File: src/rtl/store_merge_unit.sv
// store_merge_unit
// Performs word, halfword and byte stores on a memory that only accepts
// full-word writes. Word stores are written straight through. Sub-word stores
// read the target word, replace the addressed byte lanes, and write the merged
// word back. The control FSM starts a store with `start` and waits for `done`.
//
// Ports:
//   clk         system clock, rising edge
//   reset       asynchronous, active-high reset
//   start       store request, sampled only in IDLE
//   size        00 word, 01 halfword, 10 byte, 11 reserved (error)
//   addr_lo     byte offset within the word (little-endian lanes)
//   reg_B_data  store source; low 8/16 bits are used for sub-word stores
//   mem_rdata   memory read data, valid RD_LAT cycles after mem_rd
//   mem_rd      one-cycle memory read strobe
//   mem_wr      one-cycle memory write strobe
//   mem_wdata   registered write data, stable through the mem_wr cycle
//   busy        high in every state except IDLE
//   done        one-cycle completion pulse
//   misaligned  error flag of the last accepted request

// Byte-lane merge cell: chooses the new byte for one lane from the read word
// or from the latched store source.
module store_merge_lane #(
   parameter int LANE = 0,
   parameter int AW   = 2
) (
   input  logic [7:0]    old_byte,
   input  logic [15:0]   src,
   input  logic [1:0]    size,
   input  logic [AW-1:0] addr_lo,
   output logic [7:0]    new_byte
);
   logic hit_lo;
   logic hit_hi;

   // hit_lo: lane takes src[7:0] (byte store, or low half of a halfword).
   // hit_hi: lane is the upper byte of a halfword store.
   assign hit_lo = ((size == 2'b10) || (size == 2'b01)) && (int'(addr_lo) == LANE);
   assign hit_hi = (size == 2'b01) && ((int'(addr_lo) + 1) == LANE);

   always_comb begin
      new_byte = old_byte;
      if (hit_lo)
         new_byte = src[7:0];
      else if (hit_hi)
         new_byte = src[15:8];
   end
endmodule

module store_merge_unit #(
   parameter int DATA_W = 32,
   parameter int RD_LAT = 1
) (
   input  logic                       clk,
   input  logic                       reset,
   input  logic                       start,
   input  logic [1:0]                 size,
   input  logic [$clog2(DATA_W/8)-1:0] addr_lo,
   input  logic [DATA_W-1:0]          reg_B_data,
   input  logic [DATA_W-1:0]          mem_rdata,
   output logic                       mem_rd,
   output logic                       mem_wr,
   output logic [DATA_W-1:0]          mem_wdata,
   output logic                       busy,
   output logic                       done,
   output logic                       misaligned
);
   localparam int LANES = DATA_W / 8;
   localparam int AW    = $clog2(LANES);
   localparam int CW    = $clog2(RD_LAT + 1);

   typedef enum logic [2:0] {
      S_IDLE,
      S_READ,
      S_WAIT,
      S_WRITE,
      S_DONE
   } state_t;

   state_t                 state;
   logic [CW-1:0]          wait_cnt;
   logic [1:0]             size_q;
   logic [AW-1:0]          addr_q;
   logic [15:0]            src_q;     // only the low half-word feeds a merge
   logic                   req_err;
   logic [LANES-1:0][7:0]  merged;

   // Reserved size, or a halfword that straddles a half-word boundary.
   assign req_err = (size == 2'b11) || ((size == 2'b01) && addr_lo[0]);

   // Merge is combinational from the live read data; it is registered into
   // mem_wdata on the edge where the read data is valid.
   genvar i;
   generate
      for (i = 0; i < LANES; i++) begin : g_lane
         store_merge_lane #(
            .LANE (i),
            .AW   (AW)
         ) u_lane (
            .old_byte (mem_rdata[8*i +: 8]),
            .src      (src_q),
            .size     (size_q),
            .addr_lo  (addr_q),
            .new_byte (merged[i])
         );
      end
   endgenerate

   always_ff @(posedge clk or posedge reset) begin
      if (reset) begin
         state      <= S_IDLE;
         wait_cnt   <= '0;
         size_q     <= '0;
         addr_q     <= '0;
         src_q      <= '0;
         mem_rd     <= 1'b0;
         mem_wr     <= 1'b0;
         mem_wdata  <= '0;
         busy       <= 1'b0;
         done       <= 1'b0;
         misaligned <= 1'b0;
      end else begin
         // Strobes are single-cycle; each state that needs one sets it for
         // the following cycle.
         mem_rd <= 1'b0;
         mem_wr <= 1'b0;
         done   <= 1'b0;
         case (state)
            S_IDLE: begin
               if (start) begin
                  size_q <= size;
                  addr_q <= addr_lo;
                  src_q  <= reg_B_data[15:0];
                  busy   <= 1'b1;
                  if (req_err) begin
                     misaligned <= 1'b1;
                     done       <= 1'b1;
                     state      <= S_DONE;
                  end else begin
                     misaligned <= 1'b0;
                     if (size == 2'b00) begin
                        // Full word: no read needed, data goes out directly.
                        mem_wr    <= 1'b1;
                        mem_wdata <= reg_B_data;
                        state     <= S_WRITE;
                     end else begin
                        mem_rd <= 1'b1;
                        state  <= S_READ;
                     end
                  end
               end
            end
            S_READ: begin
               wait_cnt <= CW'(RD_LAT);
               state    <= S_WAIT;
            end
            S_WAIT: begin
               wait_cnt <= wait_cnt - CW'(1);
               if (wait_cnt == CW'(1)) begin
                  // mem_rdata is valid this cycle: capture the merged word.
                  mem_wdata <= merged;
                  mem_wr    <= 1'b1;
                  state     <= S_WRITE;
               end
            end
            S_WRITE: begin
               done  <= 1'b1;
               state <= S_DONE;
            end
            S_DONE: begin
               // A start seen here is deliberately dropped.
               busy  <= 1'b0;
               state <= S_IDLE;
            end
            default: begin
               busy  <= 1'b0;
               state <= S_IDLE;
            end
         endcase
      end
   end
endmodule

File: config.mk
export PLATFORM = sky130hd
export DESIGN_NAME = store_merge_unit
export DESIGN_NICKNAME = d
export VERILOG_FILES = /design/src/rtl/store_merge_unit.sv
export SDC_FILE = /design/constraint.sdc
export NUM_CORES = 1
export LEC_CHECK = 0
export BUFFER_PORTS_ARGS = -buffer_cell sky130_fd_sc_hd__buf_2
export CAP_MARGIN = 20
export CORE_MARGIN = 5
export CORE_UTILIZATION = 46
export DETAILED_ROUTE_END_ITERATION = 6
export GPL_TIMING_DRIVEN = 0
export PLACE_DENSITY_LB_ADDON = 0.3
export SYNTH_ARGS = -nofsm -noshare
export SYNTH_HDL_FRONTEND = slang
export SYNTH_SLANG_ARGS = --single-unit
File: constraint.sdc
create_clock -name clk -period 2.6 [get_ports clk]
set_clock_uncertainty 0.15 [all_clocks]
set_input_delay 0.26 -clock clk [delete_from_list [all_inputs] [get_ports clk]]
set_output_delay 0.26 -clock clk [all_outputs]
set_load 0.03 [all_outputs]
# == After elaboration in Yosys (flattened, before gate mapping) ==
# Cells that the tools add are included.
# classes
order_cmp,0
add_sub_neg,2
multipliers,0
mux,33
bitwise,1
n_shift,0
n_reduce_logical,22
eq_ne,17
div_mod_pow,0
# op_table
cell,n
32-bit 2-to-1 mux,4
"32-bit by 3-bit equality test with 1-bit output, second input constant",2
8-bit 2-to-1 mux,8
32-bit case mux with 2 select lines,1
"32-bit by 2-bit equality test with 1-bit output, second input constant",1
32-bit logical NOT,1
3-bit case mux with 4 select lines,1
1-bit 2-to-1 mux,11
1-bit logical AND,9
3-bit 2-to-1 mux,3
"2-bit equality test, second input constant",4
"2-bit inequality test, second input constant",4
1-bit case mux with 2 select lines,4
"2-bit by 1-bit equality test with 1-bit output, second input constant",3
"3-bit by 2-bit equality test with 1-bit output, second input constant",2
2-bit AND reduction,3
5-bit AND reduction,1
2-bit logical NOT,2
2-bit nonzero test,2
"2-bit by 1-bit adder with 3-bit output, second input constant",1
"3-bit by 1-bit equality test with 1-bit output, second input constant",1
3-bit logical NOT,1
3-bit OR reduction,1
1-bit logical OR,2
other kinds (3),3
# word_totals
inputBits,71
rom_bits,0
latchBits,0
reg_bits,61
memories,0
wordCells,86
output_inout_bits,37
mem_bits_rw,0

# == Longest topological paths before layout ==
# logic_depth
ltp_word,7
mapped_depth,8
depth_no_buf,6

# == Cells and area by module ==
# A second synthesis with hierarchy kept.
# unflattened
cells_unflattened,301
hier_area_um2,3688.5
# by_module_without_submodules
mod,seq_area_each_um2,n_inst,cells_per_inst,area_each_um2
store_merge_unit,1526.5,1,187,2921.6
store_merge_lane (g_lane[1].u_lane),0.0,1,32,221.5
store_merge_lane (g_lane[2].u_lane),0.0,1,32,220.2
store_merge_lane (g_lane[3].u_lane),0.0,1,39,202.7
store_merge_lane (g_lane[0].u_lane),0.0,1,11,122.6

# == Worst setup path after synthesis ==
# OpenSTA, ideal clock, no wires.
# synth_path
kind,register -> register
start,reg size_q[0]
end,reg mem_wdata[0]
synth_period_minus_slack_ns,1.984
required_time_ns,2.324
stages_incl_launch_ff,7
slack_ns,0.616
setup_time_ns,0.126
n_path_buf,1
arrival_time_ns,1.708
path_cell_list,dfrtp_1 ha_1 nor3_1 buf_2 nor2b_1 a211oi_1 o21ai_1
# synth_between
elab_chain_cells,6
elab_cells_between_ends,9
cone_classes,eq/ne (2); mux (4); reduce/logical (3)
# synth_rtl
element,line_no,rtl
start: declaration,83,logic [1:0] size_q;
start signal: assignment,132,size_q <= size;
2-bit by 1-bit equality test with 1-bit output or 2-bit equality test (tied branches),"39, 40",
1-bit logical AND or 1-bit logical OR (tied branches),"40, 39",
8-bit 2-to-1 mux or 1-bit logical AND (tied branches),"46, 39",
8-bit 2-to-1 mux (*),44,if (hit_lo)
32-bit 2-to-1 mux (*),160,if (wait_cnt == CW'(1)) begin
32-bit case mux with 2 select lines (*),129,case (state)
end signal: assignment,145,mem_wdata <= reg_B_data;
end signal: assignment,162,mem_wdata <= merged;
end: declaration,64,"output logic [DATA_W-1:0] mem_wdata,"
# Every way passes the cells marked *; elsewhere a longest branch is shown, timed or not. The select of a mux whose other input is x is not followed.
# A chain may end at the register's enable or synchronous reset.

# == Final worst setup path ==
# layout_path
start,reg size_q[0]
end,reg mem_wdata[1]
# Same word-level chain as after synthesis.

==> metrics.txt <==
status finished, final reports clean; core area 6910 µm²; vias in the first global route roughly 3,200; Reg2Reg Setup Slack about 0.33 ns; Lkg Pwr ~0.0022 µW; Seq cells post-synth 61; starting density of the core 0.478; Mean Syn Cell Area ~8.5 µm²; dpl cells 594; Net Count, Synth 462; Worst Path Required 2.67 ns; Final TNS setup 0 ns; Hold Path Origin size[1]; WP buf/inv 1; IO buf count 107; Max Freq about 440 MHz; number of cells on the critical path 6; Critical R2R Capture mem_wdata[1]; clock latency on the worst-skew pair 0.34 ns; post-route antenna net violation count 0; # rows 30; Finish-stage setup viols 0; nets@finish around 600; H-tree Lvls 3; Critical R2R Launch size_q[0]; post-CTS setup buffer count 0; crit path kind register to register; sequential-to-total area share from yosys stat 0.462; Yosys cell types 35; I/O pin cnt 108; critical path cell sequence ha_1 -> nor3_2 -> buf_2 -> nor2b_1 -> a211oi_1 -> o21ai_1; number of antenna violations at the first check in global routing 0; DRC 0; global-route wire length before repair 16,000 µm; worst hold path cell count 3; register area ~1500 µm²; Non-Filler Instances 630; Die ar. about 9000 µm²; post-layout min period about 2.3 ns; DR iter-0 viols ~210; Min Hold Slack between 0.015 and 0.02 ns; CP top delay family simple AND/OR/NAND/NOR gates; via count about 3,400; DIE HEIGHT ~95 µm; footprint of the multi-input gates roughly 1600 µm²; RSZ-0062 raised after global routing no; Min-Delay Path Class input pin to register; first drt pass iteration count 4; Max clock buf depth 2; clock root buffer clkbuf_8; area leader, netlist dfrtp_1; Synth Cell Area between 3000 and 4000 µm²; Tcrit/Tclk final 0.872; total of warnings raised by yosys 0; Max FO, Critical Path 10; Data arrival, critical path approximately 2.3 ns; WHS Endpoint size_q[1]; reg2reg path depth 6; final hold vios 0; critical path startpoint category register; routed wire length between 10,000 and 15,000 µm; fin area 4390 µm²; Yosys top cell area share 0.462; Slew headroom 0.607; slowest stage delay, CP between 0.4 and 0.5 ns; number of max-cap violations 0; drt wl/cell roughly 16 µm; largest net degree at the start of global routing 39; Placed Area about 4000 µm²; Worst setup EP type register; GRT overflow 0; filler cell count roughly 640; Slew Limit Fails 0; CTS Buf Count 9; Final GP Congestion between 0.8 and 0.9; Area Growth Syn to Fin 32.7%; Vias/cell around 5.3; width of the die ~95 µm; PD cells 1390 nW/µm²; Detailed Place HPWL 7600 µm; Max stage delay cell, worst path nor3_2; Worst Tran Pin Value ~0.59 ns; Syn Inst Count between 300 and 400; Total GRT Usage 0.234; peak supply drop ~0.00074 V; CTS tree built; CTS Sinks 61; Synth area leaders dfrtp_1, nand2_1, a21oi_1; ant diodes 0; layout cells sized above 1 0.266; Worst-path clk slew about 0.07 ns
-- cell type report --
type	instances	share of cell area
Buffer	31	0.0320
Clock buffer	10	0.0314
Clock inverter	6	0.0143
Inverter	13	0.0111
Multi-Input combinational cell	285	0.363
Sequential cell	61	0.348
Tap cell	96	0.0274
Timing Repair Buffer	128	0.172
-- state kept, by name, summed over array words and instances (netlist names), 2 cells and up --
register	count
addr_q	2
size_q	2
src_q	16
state	3
mem_wdata	32
-- per-stage QoR --
step | utilization | total power [µW] | setup WS (ns)
3_3_place_gp | 0.573 | 5100 | -0.0936
6_report | 0.635 | 6090 | 0.332
4_1_cts | 0.634 | 6080 | 0.0737
3_5_place_dp | 0.576 | 5180 | 0.0984
2_1_floorplan | - | 4170 | 0.616
5_1_grt | 0.635 | 6520 | 0.242
-- worst max-delay path by stage --
stage | from | endpoint | slack (ns)
floorplan | size_q[0] | mem_wdata[0] | 0.62
global placement | reset | mem_wdata[5] | -0.09
detailed placement | size_q[0] | mem_wdata[1] | 0.1
CTS | size_q[0] | mem_wdata[1] | 0.07
global route | size_q[0] | mem_wdata[0] | 0.24
finish | size_q[0] | mem_wdata[1] | 0.33
-- power breakdown --
group	total, µW	internal [µW]	switching, µW
clock network	867	465	402
registers	1800	1420	377
logic	3420	1160	2260
-- cell families after synthesis --
group           Yosys count  synth area share
compound gates          137             0.255
simple gates            131             0.174
flops                    61             0.462
buf+inv                  44            0.0572
mux                      16            0.0485
fa+ha+maj                 1           0.00379
-- cell usage after synthesis --
library cell	count
nand2_1	67
dfrtp_1	61
a21oi_1	49
nor2_1	44
o21ai_0	30
clkbuf_1	18
a21o_1	16
mux2i_1	16
inv_1	12
o21ai_1	10
a211oi_1	9
nor2b_1	9
a221o_1	6
a22o_1	6
buf_2	6
buf_4	4
a311oi_1	2
buf_1	2
nand2b_1	2
nand3b_1	2
o221ai_1	2
o22ai_1	2
o311a_1	2
or3b_1	2
a22oi_2	1
and2_1	1
clkbuf_2	1
ha_1	1
inv_2	1
nor3_1	1
nor3b_2	1
nor4b_4	1
o211ai_1	1
o22a_1	1
or3b_2	1
-- cell usage in the layout, fill, tap and decap left out, types with 9 or more instances in the layout --
| master | count |
|---|---|
| inv_1 | 11 |
| nor2_1 | 44 |
| clkbuf_8 | 10 |
| a211oi_1 | 9 |
| nand2_1 | 67 |
| dlygate4sd3_1 | 20 |
| clkbuf_1 | 18 |
| dfrtp_1 | 61 |
| o21ai_1 | 10 |
| a21o_1 | 16 |
| buf_2 | 113 |
| nor2b_1 | 9 |
| mux2i_1 | 16 |
| o21ai_0 | 30 |
| a21oi_1 | 49 |
-- layer usage --
metal  global-route usage  up-vias  wire length (µm)
met5                    0        -                 0
met4               0.0757        0               118
met3               0.0390       10               820
met2                0.386      145              4780
met1                0.312     1583              4490
li1                     -     1629                 -
-- timing repair --
| action | CTS | global route |
|---|---|---|
| endpoints found under the hold margin | 42 | 0 |
| hold buffers | 20 | 0 |
| setup endpoints to repair | 0 | 2 |
| resized for setup | 0 | 1 |
-- tightest hold or removal path, stage by stage --
cell	delay [ns]
buf_2	0.10
nand2_1	0.05
o21ai_0	0.06
(Power assumes the default switching activity.)
